$ cat src/rtl/alu_pkg.sv
// Shared ALU definitions: opcode encoding, driver FSM states and helpers.
package alu_pkg;

  localparam int unsigned ALU_NUM_OPS = 10;
  localparam int unsigned ALU_OP_W    = 4;

  typedef enum logic [ALU_OP_W-1:0] {
    ALU_ADD  = 4'd0,
    ALU_SUB  = 4'd1,
    ALU_AND  = 4'd2,
    ALU_OR   = 4'd3,
    ALU_XOR  = 4'd4,
    ALU_SLL  = 4'd5,
    ALU_SRL  = 4'd6,
    ALU_SRA  = 4'd7,
    ALU_SLT  = 4'd8,
    ALU_SLTU = 4'd9
  } alu_op_t;

  typedef enum logic [1:0] {
    IDLE = 2'd0,
    EXEC = 2'd1,
    RESP = 2'd2
  } alu_drv_state_t;

  // True when a raw opcode maps onto an implemented operation.
  function automatic logic alu_op_legal(input logic [ALU_OP_W-1:0] op);
    return op < ALU_OP_W'(ALU_NUM_OPS);
  endfunction

endpackage

$ cat src/rtl/alu_cmd_driver.sv
// Sequential initiator for the ALU: command stream in, captured result stream out,
// with an accumulator for chaining and a completed-operation counter.
module alu_cmd_driver
  import alu_pkg::*;
#(
  parameter int unsigned WIDTH       = 32,
  parameter int unsigned COUNT_WIDTH = 16
) (
  input  logic                   clk,
  input  logic                   rst,
  input  logic                   cmd_valid,
  output logic                   cmd_ready,
  input  logic [ALU_OP_W-1:0]    cmd_opcode,
  input  logic [WIDTH-1:0]       cmd_in0,
  input  logic [WIDTH-1:0]       cmd_in1,
  input  logic                   cmd_use_acc,
  input  logic                   acc_clr,
  output logic [WIDTH-1:0]       alu_in0,
  output logic [WIDTH-1:0]       alu_in1,
  output alu_op_t                alu_opcode,
  input  logic [WIDTH-1:0]       alu_result,
  input  logic                   alu_zero,
  input  logic                   alu_overflow,
  input  logic                   alu_negative,
  output logic                   resp_valid,
  input  logic                   resp_ready,
  output logic [WIDTH-1:0]       resp_result,
  output logic                   resp_zero,
  output logic                   resp_overflow,
  output logic                   resp_negative,
  output logic                   resp_err,
  output logic [WIDTH-1:0]       acc,
  output logic [COUNT_WIDTH-1:0] op_count
);

  alu_drv_state_t state_q, state_d;

  logic [WIDTH-1:0]       in0_q, in0_d;
  logic [WIDTH-1:0]       in1_q, in1_d;
  alu_op_t                op_q, op_d;
  logic                   pend_err_q, pend_err_d;
  logic [WIDTH-1:0]       res_q, res_d;
  logic                   zero_q, zero_d;
  logic                   ovf_q, ovf_d;
  logic                   neg_q, neg_d;
  logic                   rerr_q, rerr_d;
  logic [WIDTH-1:0]       acc_q, acc_d;
  logic [COUNT_WIDTH-1:0] cnt_q, cnt_d;

  logic             accept;
  logic [WIDTH-1:0] acc_eff;

  // Ready in IDLE, or in RESP when the current response is being consumed this cycle.
  assign cmd_ready = !rst && ((state_q == IDLE) || ((state_q == RESP) && resp_ready));
  assign accept    = cmd_valid && cmd_ready;
  assign acc_eff   = acc_clr ? '0 : acc_q;

  // Next-state, operand latch, response capture and accumulator update.
  always_comb begin
    state_d    = state_q;
    in0_d      = in0_q;
    in1_d      = in1_q;
    op_d       = op_q;
    pend_err_d = pend_err_q;
    res_d      = res_q;
    zero_d     = zero_q;
    ovf_d      = ovf_q;
    neg_d      = neg_q;
    rerr_d     = rerr_q;
    acc_d      = acc_clr ? '0 : acc_q;
    cnt_d      = cnt_q;

    case (state_q)
      IDLE: begin
        if (accept) state_d = EXEC;
      end
      EXEC: begin
        state_d = RESP;
        if (pend_err_q) begin
          res_d  = '0;
          zero_d = 1'b0;
          ovf_d  = 1'b0;
          neg_d  = 1'b0;
          rerr_d = 1'b1;
        end else begin
          res_d  = alu_result;
          zero_d = alu_zero;
          ovf_d  = alu_overflow;
          neg_d  = alu_negative;
          rerr_d = 1'b0;
          acc_d  = acc_clr ? '0 : alu_result;
          cnt_d  = cnt_q + COUNT_WIDTH'(1);
        end
      end
      RESP: begin
        if (resp_ready) state_d = accept ? EXEC : IDLE;
      end
      default: state_d = IDLE;
    endcase

    // Illegal commands leave the ALU ports untouched and only flag the response.
    if (accept) begin
      pend_err_d = !alu_op_legal(cmd_opcode);
      if (alu_op_legal(cmd_opcode)) begin
        in0_d = cmd_use_acc ? acc_eff : cmd_in0;
        in1_d = cmd_in1;
        op_d  = alu_op_t'(cmd_opcode);
      end
    end
  end

  // State and datapath registers.
  always_ff @(posedge clk or posedge rst) begin
    if (rst) begin
      state_q    <= IDLE;
      in0_q      <= '0;
      in1_q      <= '0;
      op_q       <= ALU_ADD;
      pend_err_q <= 1'b0;
      res_q      <= '0;
      zero_q     <= 1'b0;
      ovf_q      <= 1'b0;
      neg_q      <= 1'b0;
      rerr_q     <= 1'b0;
      acc_q      <= '0;
      cnt_q      <= '0;
    end else begin
      state_q    <= state_d;
      in0_q      <= in0_d;
      in1_q      <= in1_d;
      op_q       <= op_d;
      pend_err_q <= pend_err_d;
      res_q      <= res_d;
      zero_q     <= zero_d;
      ovf_q      <= ovf_d;
      neg_q      <= neg_d;
      rerr_q     <= rerr_d;
      acc_q      <= acc_d;
      cnt_q      <= cnt_d;
    end
  end

  assign alu_in0       = in0_q;
  assign alu_in1       = in1_q;
  assign alu_opcode    = op_q;
  assign resp_valid    = (state_q == RESP);
  assign resp_result   = res_q;
  assign resp_zero     = zero_q;
  assign resp_overflow = ovf_q;
  assign resp_negative = neg_q;
  assign resp_err      = rerr_q;
  assign acc           = acc_q;
  assign op_count      = cnt_q;

endmodule

$ cat config.mk
export PLATFORM = sky130hd
export DESIGN_NAME = alu_cmd_driver
export DESIGN_NICKNAME = d
export VERILOG_FILES = /design/src/rtl/alu_pkg.sv /design/src/rtl/alu_cmd_driver.sv
export SDC_FILE = /design/constraint.sdc
export NUM_CORES = 1
export LEC_CHECK = 0
export ABC_AREA = 1
export BUFFER_PORTS_ARGS = -buffer_cell sky130_fd_sc_hd__buf_2
export CAP_MARGIN = 20
export CORE_ASPECT_RATIO = 0.6
export CORE_MARGIN = 3
export CORE_UTILIZATION = 42
export CTS_CLUSTER_SIZE = 24
export DETAILED_ROUTE_END_ITERATION = 16
export PLACE_DENSITY = 0.71
export SLEW_MARGIN = 20
export SYNTH_ARGS = -nofsm -noshare
export SYNTH_HDL_FRONTEND = slang
export SYNTH_SLANG_ARGS = --single-unit
$ cat constraint.sdc
create_clock -name clk -period 7.6 [get_ports clk]
set_input_delay 2.28 -clock clk [delete_from_list [all_inputs] [get_ports clk]]
set_output_delay 2.28 -clock clk [all_outputs]
set_load 0.01 [all_outputs]
==> results.md, run 1 <==
* Worst Setup Start Kind: primary input
* Cell internal pwr at ~0.0017 W
* Top post-synthesis cells by count: nand2_1 (207), dfrtp_1 (155), o21ai_0 (108), nor2_1 (73), inv_1 (72)
* Total GRT Usage at a little under a quarter
* Sink Count at between 150 and 200
* Part of the power in combinational logic at between 20% and 30%
* Cell taking the most area after synthesis: dfrtp_1
* Die Width at between 150 and 200 um
* Worst Max-Slew Pin Slew at between 900 and 1000 ps
* Clock buffer depth at 2
* Status: finished clean
* Yosys cell types at 26
* Number of routed nets with antenna violations at 0
* Setup violations, final at 0
* Setup WS pre-CTS at around 2600 ps
* Critical Path Sink Type: primary output
* Placer Congestion at roughly 0.84
* TritonRoute pass-1 iters at 5
* Routed wire length at ~20 mm
* Syn Area/Cell at slightly below 9 um^2
* Clock buffer count from CTS at 17
* Max FO, Critical Path at 3
* Htree depth at 4
* Die area at ~17000 um^2
* Vias/cell at between 4 and 5
* Top cell type's share of synthesized area at between 50% and 60%
* Finished layout cell area at between 8000 and 9000 um^2
* Final Skew at 10.6 ps
* Seq cells post-synth at about 160
* Crit path required time at roughly 5300 ps
* Initial antenna violation count at 0
* Worst Path Class, Setup: in2out
* Net Count, Synth at between 800 and 900
* Post-DP HPWL at 14.5 mm
* EDFF count, synth at 0
* Core Region at 14900 um^2
* Post-synthesis cell count at 761
* Largest vdd supply drop at 0.000143 V
* Most common cell in the netlist: nand2_1
* Wire per inst at between 15 and 20 um
* Clock Latency Late Sink at 410 ps
* Synth area leaders: dfrtp_1 (59%), nand2_1 (12%), o21ai_0 (8.2%)
* Register area share after synthesis at roughly three fifths
* Clock root cell: clkbuf_16
* Worst hold path class: reg2reg
* Hold Buf Count CTS at 0
* Resized cells post-CTS at 0
* Starting Density at 44.2%
* Post-route setup slack at around 2600 ps
* Async SR Flop Fraction at between 90% and 100%
* Fin crit share at between 60% and 70%
* Die span in y at 103 um
* Clock slew seen by the registers of the worst setup and hold paths at around 60 ps
* Slew Viols, Final at 0
* Final Hold Viols at 0
* Max incr delay on CP at between 150 and 200 ps
* Switch Pwr at about 0.00077 W
* Max Freq at 200 MHz
* Dpl cell area at approximately 8000 um^2
* Rows at 34
* Max Cap Viol at 0
* GRT Residual Overflow at 0
* Pwr Density at between 200 and 300 nW/um^2
* Setup crit start: rst
* CTS tree: done
* Worst r2r src: state_q[0]
* Cell mode on critical path: buf_2
* First-pass GRT wire length at 30.9 mm
* # Post-CTS Setup Buffers at 0
* Sw Share at a little under a third
* Min Tclk post-route at 5000 ps
* Crit path arrival time at approximately 2700 ps
* Part of the power in registers at between 40% and 50%
* IO Count at roughly 260
* Diodes inserted at 0
* Initial drt markers at around 540
* DRC at 0
* Post-Syn Area at between 6000 and 7000 um^2
* Sequence of cells on the critical path: buf_2 -> nor3_1 -> buf_2
* Layout cells sized above 1 at 30.5%
* Hold wc startpoint: resp_result[29]
* Synth-to-Final Area Change at 30.1%
* Port Buffers at roughly 260
* Top FF cell, synth: dfrtp_1
* DR vias at 5993
* Vias in the first global route at ~5400
* Unrepaired setup endpoints after global routing: false
* Slowest-stage cell, CP: nor3_1
* Largest net degree at the start of global routing at 101
* Setup TNS at 0 ps
* Synth warn at 0
* Clock power frac at between 30% and 40%
* Post-layout nets at approximately 1100
* LEAKAGE at between 4 and 5 nW
* Slew HR at between 30% and 40%
[cell families (layout without fill, tap and decap cells)]
family          Yosys count  after routing  synth area share [%]
compound gates          169            169                  13.5
simple gates            305            305                  18.5
xor+xnor                 11             11                  1.46
flops                   155            155                  58.8
fa+ha+maj                 1              1                 0.190
buf+inv                 120            374                  7.60
[worst max-delay path: cells and delay by family]
family / cells / cell delay (ps)
buf+inv: 2 / 280
simple gates: 1 / 160
[cells in the final DEF (no fill, tap or decap)]
| master | count |
|---|---|
| a21oi_1 | 33 |
| a22o_1 | 3 |
| buf_2 | 262 |
| buf_4 | 5 |
| bufinv_16 | 2 |
| clkbuf_1 | 1 |
| clkbuf_16 | 17 |
| clkbuf_8 | 1 |
| clkinv_4 | 2 |
| clkinvlp_4 | 3 |
| dfrtp_1 | 155 |
| ha_1 | 1 |
| inv_1 | 71 |
| inv_2 | 3 |
| inv_6 | 5 |
| inv_8 | 2 |
| nand2_1 | 206 |
| nand2_2 | 2 |
| nand3_1 | 11 |
| nand3_2 | 2 |
| nand4_1 | 3 |
| nor2_1 | 73 |
| nor2_2 | 1 |
| nor2_4 | 2 |
| nor2_8 | 1 |
| nor3_1 | 4 |
| o21a_1 | 1 |
| o21ai_0 | 108 |
| o22ai_1 | 24 |
| xnor2_1 | 3 |
| xor2_1 | 8 |
[power groups by stage]
stage,Sequential [W],Clock [W],Combinational [W]
after CTS,0.00106,0.000879,0.000523
final,0.00106,0.000863,0.000517
after detailed placement,0.00107,0,0.000522
after global routing,0.00108,0.000920,0.000574
after floorplan,0.00114,0,0.000198
after global placement,0.00107,0,0.000513
[metal layers]
metal | vias up | GRT usage [%] | share of wire [%]
met5 | - | 0 | 0
met2 | 266 | 30.6 | 41
met1 | 2808 | 36.4 | 48
li1 | 2903 | - | -
met3 | 16 | 7.55 | 9.5
met4 | 0 | 5.34 | 1.1
[path summary, 6_finish.rpt]
path	end	slack [ps]	depth (start not counted)
worst max-delay path	cmd_ready	2600	3
worst min-delay path	resp_result[29]	480	2
worst max register to register	alu_in0[21]	4840	6
worst min register to register	resp_result[29]	480	2
max in group asynchronous	alu_in0[4]	4260	3
min in group asynchronous	alu_in1[3]	2090	2
[state kept, by name (all words and copies together) (netlist names)]
signal / count
op_count: 16
resp_negative: 1
acc: 32
resp_err: 1
pend_err_q: 1
resp_overflow: 1
alu_opcode: 4
resp_result: 32
alu_in0: 32
resp_zero: 1
state_q: 2
alu_in1: 32
[stage by stage]
stage | util, % | hold WS [ps] | std cells | power [W]
3_5_place_dp | 53.5 | 464 | 1181 | 0.00159
6_report | 57.5 | 479 | 1213 | 0.00244
2_1_floorplan | - | 516 | 761 | 0.00134
3_3_place_gp | 53.5 | 460 | 1181 | 0.00158
5_1_grt | 57.5 | 507 | 1213 | 0.00258
4_1_cts | 57.5 | 482 | 1213 | 0.00246
[final cells by class]
type / count / area, um^2
clock buffer: 19 / 443
clock inverter: 13 / 158
fill: 1390 / 6350
inverter: 75 / 287
multi-input combinational: 486 / 2220
sequential: 155 / 3880
tap: 198 / 248
timing repair buffer: 267 / 1350
Power figures use the tool's default switching activity.
==> inputs of run 2 (changes only) <==
PLACE_DENSITY = 0.74   (was 0.71)
clock period = 4.6 ns   (was 7.6 ns; I/O delays follow)
==> run 2 against run 1 <==
Net effect:
- global-route usage increased by 0.53 points
- clock power rose by 62%
- setup slack lost 1200 ps
- combinational power grew 65%
- wire length rose by 0.79%
- hold slack gained 7.0 ps
- clock-buffer cell count grew 1
- die area unchanged
- clock skew grew 1.5 ps
- cell count increased by 0.16%
- sequential power grew 65%
- first-iteration DRC count up 22%
- largest cell class unchanged
- largest power group unchanged
==> results.md, run 2 (same netlist as run 1, synthesis figures left out) <==
* Hold Buf Count CTS at 0
* Placed insts at 1183
* R2r setup slk at 2320 ps
* Vias in the first global route at roughly 5600
* Port Buffers at around 260
* Synth-to-Final Area Change at 30.4%
* Fill count at 1375
* LEAKAGE at ~4.6 nW
* Clock buffer depth at 2
* TritonRoute pass-1 iters at 6
* Clock buffer count from CTS at 17
* Min Tclk post-route at between 3000 and 4000 ps
* Starting Density at between 40% and 50%
* End of the worst register-to-register path: acc[30]
* Crit path required time at 3220 ps
* Worst Reg2Reg Path Length in Cells at 5
* Most frequent cells in the layout: buf_2 (262), nand2_1 (206), dfrtp_1 (155), o21ai_0 (108), nor2_1 (73)
* Die area at between 15000 and 20000 um^2
* Sink Count at ~160
* Vias/cell at 4.94
* Setup violations, final at 0
* Status: finished clean
* Final Hold Viols at 0
* Placer Congestion at between 0.8 and 0.9
* Slew HR at between 30% and 40%
* Worst Path Class, Setup: in2out
* Setup TNS at 0 ps
* Setup crit start: rst
* IO Count at around 260
* Most common cell after layout, fill and taps aside: buf_2
* Layout cells sized above 1 at between 30% and 40%
* Routed wire length at between 20 and 25 mm
* Core Region at ~15000 um^2
* Critical Path Sink Type: primary output
* Worst hold path class: reg2reg
* Post-DP HPWL at between 15 and 20 mm
* Worst Max-Slew Pin Slew at around 1000 ps
* Setup crit end: cmd_ready
* Max Cap Viol at 0
* Die Width at roughly 170 um
* Max FO, Critical Path at 3
* CTS tree: done
* Pwr Density at around 470 nW/um^2
* Final Non-Filler Cells at ~1200
* Resized cells post-CTS at 0
* Clock slew seen by the registers of the worst setup and hold paths at roughly 60 ps
* Max Freq at approximately 310 MHz
* Final Skew at 12.1 ps
* Die span in y at about 100 um
* First-pass GRT wire length at between 30 and 40 mm
* Post-layout nets at ~1100
* Unrepaired setup endpoints after global routing: false
* Total GRT Usage at a little under a quarter
* Clock Latency Late Sink at around 410 ps
* Number of routed nets with antenna violations at 0
* Crit path arrival time at around 1800 ps
* Htree depth at 4
* Worst r2r src: state_q[0]
* Worst Setup Start Kind: primary input
* Rows at 34
* WHS Path Cells at 2
* Wire per inst at 16.9 um
* Largest vdd supply drop at approximately 0.00022 V
* Initial drt markers at between 600 and 700
* GRT Residual Overflow at 0
* Diodes inserted at 0
* # Post-CTS Setup Buffers at 0
* Initial antenna violation count at 0
* DRC at 0
* Fin crit share at 69.9%
* Clock root cell: clkbuf_16
* Slew Viols, Final at 0
* DR vias at between 6000 and 7000
* Largest net degree at the start of global routing at a little under 100
## run 2: worst min path at each step
stage | slack [ps] | start | end
3_3_place_gp | 460 | resp_result[27] | resp_result[27]
4_1_cts | 490 | resp_result[28] | resp_result[28]
5_1_grt | 500 | resp_result[2] | resp_result[2]
3_5_place_dp | 470 | resp_result[29] | resp_result[29]
6_report | 490 | resp_result[28] | resp_result[28]
2_1_floorplan | 520 | resp_result[27] | resp_result[27]
## run 2: through the flow
step | utilization (%) | hold slack (ps) | power (W) | setup slack [ps] | area (um^2)
after floorplan | - | 516 | 0.00221 | 1260 | 6600
after global placement | 53.6 | 461 | 0.00261 | 1390 | 8010
after detailed placement | 53.6 | 468 | 0.00264 | 1330 | 8010
after CTS | 57.6 | 486 | 0.00405 | 1390 | 8600
after global routing | 57.6 | 501 | 0.00423 | 1370 | 8600
final | 57.6 | 486 | 0.00401 | 1390 | 8600
## run 2: cell type report
| class | instances | area [um^2] | area share, % |
|---|---|---|---|
| clock inverter | 12 | 138 | 1.60 |
| tap | 198 | 248 | 2.88 |
| inverter | 75 | 285 | 3.32 |
| timing repair buffer | 269 | 1380 | 16.0 |
| clock buffer | 20 | 457 | 5.31 |
| sequential | 155 | 3880 | 45.1 |
| multi-input combinational | 486 | 2220 | 25.8 |
## run 2: worst max-delay path, cell delays in order
cell and delay (ps):
buf_2 120, nor3_1 170, buf_2 160
## run 2: layer usage
| metal | track usage (%) | vias up | routed length, um |
|---|---|---|---|
| met3 | 6.44 | 17 | 1810 |
| met2 | 32.4 | 292 | 8420 |
| met1 | 36.9 | 2792 | 10100 |
| met5 | 0 | - | 0 |
| met4 | 6.16 | 0 | 210 |
| li1 | - | 2905 | - |
## run 2: report_power, final
part           switching [W]  internal (W)  leakage, nW  total [W]
clock               0.000570      0.000835        0.281    0.00140
combinational       0.000521      0.000330         2.31   0.000851
sequential          0.000145       0.00161         1.99    0.00175
==> inputs of run 3 (changes only) <==
PLACE_DENSITY = 0.71   (was 0.74)
clock period = 3 ns   (was 4.6 ns; I/O delays follow)
==> run 3 against run 2 <==
Net effect:
- die area stayed put
- clock power grew 41%
- non-clock buffer count increased by 4
==> results.md, run 3 (same netlist as run 1, synthesis figures left out) <==
* Hold Buf Count CTS at 0
* Post-DP HPWL at ~15 mm
* Routing usage on met1 at ~36%
* Clock slew seen by the registers of the worst setup and hold paths at around 60 ps
* Rows at 34
* Status: finished clean
* Synth-to-Final Area Change at 30.5%
* Largest vdd supply drop at about 0.00037 V
* Most common cell after layout, fill and taps aside: buf_2
* Routed wire length at 20.1 mm
* Met2 Usage GRT at a little under a third
* Clock buffer depth at 2
* Resized cells post-CTS at 0
* Max FO, Critical Path at 3
* Sink Count at between 150 and 200
* Die span in y at approximately 100 um
* DR vias at about 6000
* Number of routed nets with antenna violations at 0
* Sequence of cells on the critical path: buf_2 -> nor3_1 -> buf_2
* Crit path required time at between 2000 and 2500 ps
* Largest net degree at the start of global routing at 94
* TritonRoute pass-1 iters at 5
* Clock root cell: clkbuf_16
* Setup TNS at 0 ps
* Slew HR at between 50 and 60%
* Placer Congestion at ~0.85
* Worst Path Class, Setup: in2out
* Gr busiest metal: met1
* Worst r2r src: state_q[0]
* Starting Density at 44.2%
* CTS tree: done
* IO Count at 263
* Routing usage on met3 at under 10%
* Hold wc startpoint: resp_result[28]
* Initial antenna violation count at 0
* Worst Setup Start Kind: primary input
* Slowest-stage cell, CP: nor3_1
* Final Skew at 10.2 ps
* Crit path buf inv count at 2
* Fill count at roughly 1400
* Unrepaired setup endpoints after global routing: false
* # Post-CTS Setup Buffers at 0
* Post-layout nets at roughly 1100
* GRT Residual Overflow at 0
* Diodes inserted at 0
* Htree depth at 4
* DRC at 0
* Pwr Density at 693 nW/um^2
* First-pass GRT wire length at roughly 30 mm
* Initial drt markers at ~550
* Crit path arrival time at 1330 ps
* Critical Path Sink Type: primary output
* Final Hold Viols at 0
* Most frequent cells in the layout: buf_2 (262), nand2_1 (206), dfrtp_1 (155), o21ai_0 (108), nor2_1 (73)
* Delay-heaviest family, CP: buffers and inverters
* Cell mode on critical path: buf_2
* Final hold slack at approximately 480 ps
* Clock Latency Late Sink at 410 ps
* Max Freq at 448 MHz
* Layout cells sized above 1 at a little under a third
* Port Buffers at 262
* Worst Max-Slew Pin Slew at about 690 ps
* Vias in the first global route at 5498
* Setup crit start: rst
* Die Width at roughly 170 um
* LEAKAGE at 4.58 nW
* Max incr delay on CP at roughly 150 ps
* Slew Viols, Final at 0
* Fin crit share at between 70% and 80%
* Max Cap Viol at 0
* Wire per inst at between 15 and 20 um
* Setup violations, final at 0
* Die area at 17300 um^2
* Total GRT Usage at a little under a quarter
* Min Tclk post-route at approximately 2200 ps
* Worst hold path class: reg2reg
* Core Region at approximately 15000 um^2
* Vias/cell at around 5.0
* Clock buffer count from CTS at 17
-- run 3: cell count changes in the layout (fill, tap and decap cells not counted), sizes merged --
| cell | previous run | this run |
|---|---|---|
| buf | 269 | 273 |
| bufinv | 2 | 0 |
| clkinv | 3 | 4 |
| clkinvlp | 5 | 6 |
-- run 3: per-stage QoR --
step | std cells | power, W | cell area (um^2) | setup slack, ps | util, %
2_1_floorplan | 761 | 0.00339 | 6600 | 141 | -
3_3_place_gp | 1187 | 0.00401 | 8060 | 758 | 54.0
3_5_place_dp | 1187 | 0.00404 | 8060 | 725 | 54.0
4_1_cts | 1219 | 0.00604 | 8610 | 759 | 57.7
5_1_grt | 1219 | 0.00631 | 8610 | 699 | 57.7
6_report | 1219 | 0.00597 | 8610 | 769 | 57.7
-- run 3: worst register-to-register path: stages (launching register included) --
cell and delay [ps]:
dfrtp_1 460, nand2_2 310, nor2_8 520, nand3_1 140, nor2_1 110, nand3_1 70, nand2_1 60, inv_1 40
-- run 3: report_power, final --
group	internal, W	total, W	switching [W]	leakage (nW)
Clock	0.00111	0.00198	0.000869	0.255
Sequential	0.00247	0.00268	0.000215	1.99
Combinational	0.000516	0.00131	0.000793	2.34
Total	0.00409	0.00597	0.00188	4.58
-- run 3: metal layers --
| metal | part of all wire (%) | up-vias |
|---|---|---|
| met5 | 0 | - |
| met4 | 0.70 | 0 |
| met3 | 9.1 | 14 |
| met2 | 41 | 270 |
| met1 | 49 | 2885 |
| li1 | - | 2915 |
-- run 3: area by class of cell --
| class | instances | area, um^2 | area share [%] |
|---|---|---|---|
| Clock inverter | 12 | 91.3 | 1.06 |
| Multi-Input combinational cell | 486 | 2220 | 25.8 |
| Sequential cell | 155 | 3880 | 45.0 |
| Clock buffer | 20 | 457 | 5.30 |
| Tap cell | 198 | 248 | 2.88 |
| Timing Repair Buffer | 273 | 1430 | 16.6 |
| Inverter | 75 | 285 | 3.31 |
-- run 3: final timing paths --
check	end	slack [ps]	cells after the start
worst min register to register	resp_result[28]	480	2
worst min-delay path	resp_result[28]	480	2
worst max register to register	op_count[15]	1190	7
worst max-delay path	cmd_ready	770	3
min in group asynchronous	alu_in1[2]	640	3
max in group asynchronous	resp_result[15]	1930	3
